File: config.mk
export PLATFORM = sky130hd
export DESIGN_NAME = hnf_rxchan_lcrd
export DESIGN_NICKNAME = d
export VERILOG_FILES = /design/src/rtl/hnf_chi_pkg.sv /design/src/rtl/sfifo.sv /design/src/rtl/hnf_rxchan_lcrd.sv
export SDC_FILE = /design/constraint.sdc
export NUM_CORES = 1
export LEC_CHECK = 0
export ABC_AREA = 1
export CORE_ASPECT_RATIO = 0.8
export CORE_MARGIN = 10
export CORE_UTILIZATION = 45
export CTS_CLUSTER_DIAMETER = 50
export DETAILED_ROUTE_END_ITERATION = 10
export GPL_ROUTABILITY_DRIVEN = 0
export MAX_ROUTING_LAYER = met4
export SLEW_MARGIN = 20
export SYNTH_ARGS = -nofsm -noshare
export SYNTH_HDL_FRONTEND = slang
export SYNTH_SLANG_ARGS = --single-unit
File: constraint.sdc
create_clock -name clock -period 10.6 [get_ports clock]
set_input_delay 2.12 -clock clock [delete_from_list [all_inputs] [get_ports clock]]
set_output_delay 2.12 -clock clock [all_outputs]
set_load 0.1 [all_outputs]
File: src/rtl/hnf_chi_pkg.sv
// Shared CHI link-layer types and per-channel credit sizing for the HN-F.
// Flit typedefs fix the WIDTH of each receive channel instance.
package hnf_chi_pkg;

  localparam int CHI_MAX_LCRD = 15;

  localparam int REQ_FLIT_W = 100;
  localparam int RSP_FLIT_W = 51;
  localparam int DAT_FLIT_W = 200;

  typedef logic [REQ_FLIT_W-1:0] reqflit_t;
  typedef logic [RSP_FLIT_W-1:0] rspflit_t;
  typedef logic [DAT_FLIT_W-1:0] datflit_t;

  localparam int numCreditsForHNReq = 8;
  localparam int numCreditsForHNRsp = 4;
  localparam int numCreditsForHNDat = 8;

  typedef enum logic [1:0] {
    CH_REQ = 2'd0,
    CH_RSP = 2'd1,
    CH_DAT = 2'd2
  } chi_chan_e;

  // Clamp a requested credit count to what the link layer can carry.
  function automatic int lcrd_cap(input int req);
    return (req > CHI_MAX_LCRD) ? CHI_MAX_LCRD : req;
  endfunction

endpackage

File: src/rtl/sfifo.sv
// Synchronous FIFO used as the receive-channel POS queue.
// Pointers wrap at DEPTH, so DEPTH need not be a power of two.
module sfifo #(
  parameter int WIDTH = 64,
  parameter int DEPTH = 8
) (
  input  logic                         clock,
  input  logic                         reset,
  input  logic                         push,
  input  logic [WIDTH-1:0]             din,
  input  logic                         pop,
  output logic [WIDTH-1:0]             dout,
  output logic                         empty,
  output logic                         full,
  output logic [$clog2(DEPTH+1)-1:0]   count
);

  localparam int AW = (DEPTH > 1) ? $clog2(DEPTH) : 1;
  localparam int CW = $clog2(DEPTH+1);

  logic [WIDTH-1:0] mem [DEPTH];
  logic [AW-1:0]    wr_ptr;
  logic [AW-1:0]    rd_ptr;
  logic             do_push;
  logic             do_pop;

  function automatic logic [AW-1:0] inc(input logic [AW-1:0] p);
    return (p == AW'(DEPTH-1)) ? '0 : p + AW'(1);
  endfunction

  assign empty   = (count == '0);
  assign full    = (count == CW'(DEPTH));
  assign do_push = push & ~full;
  assign do_pop  = pop & ~empty;
  assign dout    = mem[rd_ptr];

  // Pointer and fill-level tracking.
  always_ff @(posedge clock) begin
    if (reset) begin
      wr_ptr <= '0;
      rd_ptr <= '0;
      count  <= '0;
    end else begin
      if (do_push) wr_ptr <= inc(wr_ptr);
      if (do_pop)  rd_ptr <= inc(rd_ptr);
      count <= count + CW'(do_push) - CW'(do_pop);
    end
  end

  // Storage array; contents need no reset.
  always_ff @(posedge clock) begin
    if (do_push) mem[wr_ptr] <= din;
  end

endmodule

File: src/rtl/hnf_rxchan_lcrd.sv
// HN-F CHI receive channel: L-credit counter, FLITPEND check, POS queue.
// Define HNF_RXCHAN_BYPASS_EN for a same-cycle empty-queue bypass path.
import hnf_chi_pkg::*;

module hnf_rxchan_lcrd #(
  parameter int WIDTH    = 64,
  parameter int DEPTH    = 8,
  parameter int MAX_LCRD = 8
) (
  input  logic                        clock,
  input  logic                        reset,
  input  logic                        RXFLITPEND,
  input  logic                        RXFLITV,
  input  logic [WIDTH-1:0]            RXFLIT,
  output logic                        RXLCRDV,
  output logic [WIDTH-1:0]            out_flit,
  output logic                        out_valid,
  input  logic                        out_ready,
  output logic [3:0]                  lcrd_outstanding,
  output logic [$clog2(DEPTH+1)-1:0]  occupancy,
  output logic                        err_no_credit,
  output logic                        err_pend_miss
);

  localparam int LCRD_MAX = lcrd_cap(MAX_LCRD);

  logic             pend_q;
  logic [3:0]       lcrd_q;
  logic [3:0]       lcrd_eff;
  logic             rx;
  logic             has_cred;
  logic             consume;
  logic             q_push;
  logic             q_pop;
  logic             q_empty;
  logic             q_full;
  logic [WIDTH-1:0] q_dout;
  logic             issue;
  int               occ_eff;

  assign rx               = RXFLITV;
  assign has_cred         = (lcrd_q != 4'd0);
  assign consume          = rx & has_cred;
  assign lcrd_outstanding = lcrd_q;

  sfifo #(
    .WIDTH (WIDTH),
    .DEPTH (DEPTH)
  ) u_q (
    .clock (clock),
    .reset (reset),
    .push  (q_push),
    .din   (RXFLIT),
    .pop   (q_pop),
    .dout  (q_dout),
    .empty (q_empty),
    .full  (q_full),
    .count (occupancy)
  );

`ifdef HNF_RXCHAN_BYPASS_EN
  // Empty queue: present the arriving flit directly, skip the write if taken.
  always_comb begin
    q_push    = consume & ~(q_empty & out_ready);
    q_pop     = ~q_empty & out_ready;
    out_valid = ~q_empty | consume;
    out_flit  = q_empty ? RXFLIT : q_dout;
  end
`else
  // Registered-only output path.
  always_comb begin
    q_push    = consume;
    q_pop     = ~q_empty & out_ready;
    out_valid = ~q_empty;
    out_flit  = q_dout;
  end
`endif

  // Credit issue: count this cycle's push and consume, not this cycle's pop.
  always_comb begin
    lcrd_eff = lcrd_q - 4'(consume);
    occ_eff  = int'(occupancy) + int'(q_push);
    issue    = (int'(lcrd_eff) < LCRD_MAX) &&
               (occ_eff + int'(lcrd_eff) < DEPTH);
  end

  // Credit counter, grant pulse and FLITPEND history.
  always_ff @(posedge clock) begin
    if (reset) begin
      lcrd_q  <= 4'd0;
      RXLCRDV <= 1'b0;
      pend_q  <= 1'b0;
    end else begin
      lcrd_q  <= lcrd_eff + 4'(issue);
      RXLCRDV <= issue;
      pend_q  <= RXFLITPEND;
    end
  end

  // Sticky protocol error flags.
  always_ff @(posedge clock) begin
    if (reset) begin
      err_no_credit <= 1'b0;
      err_pend_miss <= 1'b0;
    end else begin
      if (rx & ~has_cred) err_no_credit <= 1'b1;
      if (rx & ~pend_q)   err_pend_miss <= 1'b1;
    end
  end

  logic unused_full;
  assign unused_full = q_full;

endmodule

==> impl_table.tex <==
\begin{tabular}{lr}
\hline
Metric & Value \\
\hline
\multicolumn{2}{l}{\textbf{Run status}} \\
Status & completed \\
\multicolumn{2}{l}{\textbf{Clock network}} \\
Worst-Skew Late Latency & 590 ps \\
Clock slew at the register clock pins of the worst setup and hold paths & 60 ps \\
Maximum clock path buffer count & 3 \\
Clock tree from TritonCTS & built \\
Number of cells upsized or downsized after cts & 0 \\
Count of clock tree sinks & 533 \\
Clock Root Buffer & sky130\_fd\_sc\_hd\_\_clkbuf\_16 \\
Post-CTS setup-driven buffer insertion count & 0 \\
Count of hold buffers inserted by post-cts repair & 0 \\
Number of CTS-inserted buffers & 53 \\
CTS H-tree lvls & 2 \\
\multicolumn{2}{l}{\textbf{Drt}} \\
DRC Markers & 0 \\
Detailed Route WL & 46.5 mm \\
Detailed Route Iter0 Violations & 1005 \\
Via count & 12300 \\
Iteration count of the initial detailed-routing pass & 5 \\
Count of antenna-violating nets left after detailed routing & 0 \\
Via-per-instance ratio & 5.22 \\
Routed wire per std cell & 19.7 µm \\
\multicolumn{2}{l}{\textbf{Finish}} \\
Final instance area & 24500 µm² \\
Layout cells sized above 1 & 5.73\% \\
Util after Layout & 53.3\% \\
Final nets & 1792 \\
Layout overhead on the synthesized area & 16.7\% \\
\multicolumn{2}{l}{\textbf{Pwr}} \\
Fraction of power spent switching nets & 43.3\% \\
Maximum vdd ir drop & 0.000232 V \\
Sequential power share & 35.8\% \\
Total net switching power & 3180 µW \\
Overall power after layout & 7350 µW \\
Pwr per Cell Area & 300 nW/µm² \\
Part of the power in combinational logic & 41.0\% \\
Cell-internal power & 4170 µW \\
Proportion of power drawn by the clock network & 23.2\% \\
Leakage & 0.00827 µW \\
\multicolumn{2}{l}{\textbf{Critical path}} \\
Cells along the critical path & buf\_4 > buf\_4 > o21ai\_0 > o22ai\_1 > nand2\_1 > nand2\_1 > clkdlybuf4s50\_1 \\
Crit Path Max Fanout & 88 \\
Number of cell instances on the worst register-to-register path & 8 \\
Capturing element type of the critical path & output port \\
Worst EP arrival & 4580 ps \\
Critical Setup Path Class & reg -> out \\
Critical path startpoint category & flip-flop \\
Flop-to-flop setup slack & 7360 ps \\
Delay of the slowest cell on the worst path & 1160 ps \\
Reg-to-reg endpoint & u\_q.mem[3][32] \\
Required time reported for the critical path endpoint & 8480 ps \\
Standard cell with the maximum stage delay on the critical path & sky130\_fd\_sc\_hd\_\_clkdlybuf4s50\_1 \\
Start of the worst register-to-register path & u\_q.count[2] \\
\multicolumn{2}{l}{\textbf{Hold path}} \\
Min-delay src & err\_no\_credit \\
Instance count along the most critical hold path & 2 \\
Endpoint with the worst hold slack & err\_no\_credit \\
Type of the worst min-delay path & reg -> reg \\
\multicolumn{2}{l}{\textbf{STA}} \\
Final hold slack & 461 ps \\
Slew margin rel. & 24.7\% \\
Final critical-path required period & 6700 ps \\
Setup total negative slack & 0 ps \\
Number of max-slew violations in the final report & 0 \\
Maximum clock frequency & 149 MHz \\
Setup Viol. Count Final & 0 \\
Maximum clock skew at final layout & 20.2 ps \\
Unrepaired setup endpoints after global routing & no \\
Transition time at the pin with the least slew margin & 1130 ps \\
Number of hold violations in the final report & 0 \\
Crit share post-route & 63.2\% \\
\multicolumn{2}{l}{\textbf{Floorplanning}} \\
Die Ht & 213 µm \\
Die width & 261 µm \\
Initial cell density of the core & 45.7\% \\
I/O pin total & 145 \\
\# rows & 70 \\
Overall die area & 55700 µm² \\
Area of the core & 45900 µm² \\
\multicolumn{2}{l}{\textbf{Synth}} \\
Avg Inst Size Synth & 13.3 µm² \\
Most area-hungry cell type in the Yosys netlist & sky130\_fd\_sc\_hd\_\_edfxtp\_1 \\
Warnings from Yosys & 0 \\
Distinct cell type count after synthesis & 27 \\
Number of nets produced by synthesis & 1666 \\
Area share of the largest cell type after synthesis & 73.4\% \\
Synth Instances & 1579 \\
Share of the yosys chip area belonging to registers & 75.4\% \\
Biggest area contributors in the synthesized netlist & sky130\_fd\_sc\_hd\_\_edfxtp\_1 (73\%), sky130\_fd\_sc\_hd\_\_o21ai\_0 (5.5\%), sky130\_fd\_sc\_hd\_\_nor2\_1 (5.2\%) \\
Area of the mapped netlist & 21000 µm² \\
Post-synthesis register bit count & 533 \\
\multicolumn{2}{l}{\textbf{GRT}} \\
Vias in the first global route & 12200 \\
Total gr overflow & 0 \\
Maximum number of pins on one net before global-route repair & 116 \\
Total global routing track utilization & 17.0\% \\
First-pass GRT wire length & 71.4 mm \\
Initial antenna violation count & 3 \\
\multicolumn{2}{l}{\textbf{Placed design}} \\
Post-DP Area & 22900 µm² \\
Half-perimeter wire length of the detailed placement result & 23.9 mm \\
Number of I/O port buffers & 144 \\
\multicolumn{2}{l}{\textbf{Job}} \\
Max-cap violations & 0 \\
\hline
\end{tabular}
-- power by group through the flow --
stage / clock network [µW] / logic, µW / registers [µW]
global route: 1830 / 3230 / 2650
finish: 1710 / 3010 / 2630
global placement: 0 / 3020 / 2670
detailed placement: 0 / 3040 / 2670
CTS: 1750 / 3050 / 2630
floorplan: 0 / 2220 / 2740
-- layout make-up --
cell class,instances,area [µm²]
Antenna cell,3,7.51
Clock inverter,26,133
Inverter,29,116
Fill cell,3862,21400
Timing Repair Buffer,162,1580
Tap cell,612,766
Sequential cell,533,15800
Multi-Input combinational cell,926,4630
Clock buffer,70,1430
-- state kept, by name (all words and copies together), names as in the netlist, named ones only --
register / cells
RXLCRDV: 1
err_no_credit: 1
err_pend_miss: 1
lcrd_outstanding: 4
pend_q: 1
u_q.count: 4
u_q.mem: 512
u_q.rd_ptr: 3
u_q.wr_ptr: 3
-- cell usage in the layout (no fill, tap or decap), drive strengths merged, types with 3 or more instances in the layout --
cell type	instances
nand3	4
buf	18
o21ai	261
inv	32
clkdlybuf4s50	144
nand2	214
clkbuf	70
edfxtp	512
xor2	3
dfxtp	21
ha	17
mux2i	64
nor2	288
o22ai	64
diode	3
clkinvlp	3
clkinv	20
a21oi	4
-- routing by layer --
layer | global-route usage [%] | up-vias | wire length [µm]
li1 | - | 5956 | -
met1 | 22.9 | 6038 | 21600
met2 | 26.6 | 267 | 21800
met3 | 3.04 | 59 | 2360
met4 | 4.42 | 0 | 752
met5 | - | - | 0
-- cell families after synthesis --
logic type	synth area share (%)
flops	75.4
simple gates	9.18
compound gates	8.36
buf+inv	2.82
mux	3.06
fa+ha+maj	1.11
xor+xnor	0.125
-- metrics by stage --
stage          instances  setup slack (ps)
6_report            2361              3900
5_1_grt             2361              3570
4_1_cts             2358              3830
3_5_place_dp        2262              4480
3_3_place_gp        2262              4520
2_1_floorplan       1579              4770
-- critical path: cells and delay by family (launching register included) --
kind,cells,cell delay [ps]
buffers and inverters,3,2770
DFF,1,530
AOI/OAI and AO/OA,2,420
and+or+nand+nor,2,220
-- worst max path at each step --
stage,slack [ps],endpoint
final,3900,out_flit[29]
after global routing,3570,out_flit[24]
after global placement,4520,out_flit[24]
after CTS,3830,out_flit[29]
after detailed placement,4480,out_flit[29]
after floorplan,4770,u_q.mem[0][0]
-- cells in the mapped netlist --
cell	instances
sky130_fd_sc_hd__a211oi_1	1
sky130_fd_sc_hd__a21boi_0	1
sky130_fd_sc_hd__a21oi_1	4
sky130_fd_sc_hd__buf_1	15
sky130_fd_sc_hd__buf_12	5
sky130_fd_sc_hd__buf_2	14
sky130_fd_sc_hd__buf_4	7
sky130_fd_sc_hd__buf_6	2
sky130_fd_sc_hd__clkbuf_1	48
sky130_fd_sc_hd__dfxtp_1	21
sky130_fd_sc_hd__edfxtp_1	512
sky130_fd_sc_hd__fa_1	1
sky130_fd_sc_hd__ha_1	17
sky130_fd_sc_hd__inv_1	27
sky130_fd_sc_hd__inv_2	2
sky130_fd_sc_hd__mux2i_1	64
sky130_fd_sc_hd__nand2_1	214
sky130_fd_sc_hd__nand3_1	4
sky130_fd_sc_hd__nor2_1	288
sky130_fd_sc_hd__nor3_1	1
sky130_fd_sc_hd__nor3b_1	1
sky130_fd_sc_hd__o211a_1	1
sky130_fd_sc_hd__o21ai_0	229
sky130_fd_sc_hd__o21ai_1	32
sky130_fd_sc_hd__o22ai_1	64
sky130_fd_sc_hd__or2_2	1
sky130_fd_sc_hd__xor2_1	3
No activity file was read; power rests on OpenSTA's default activity.
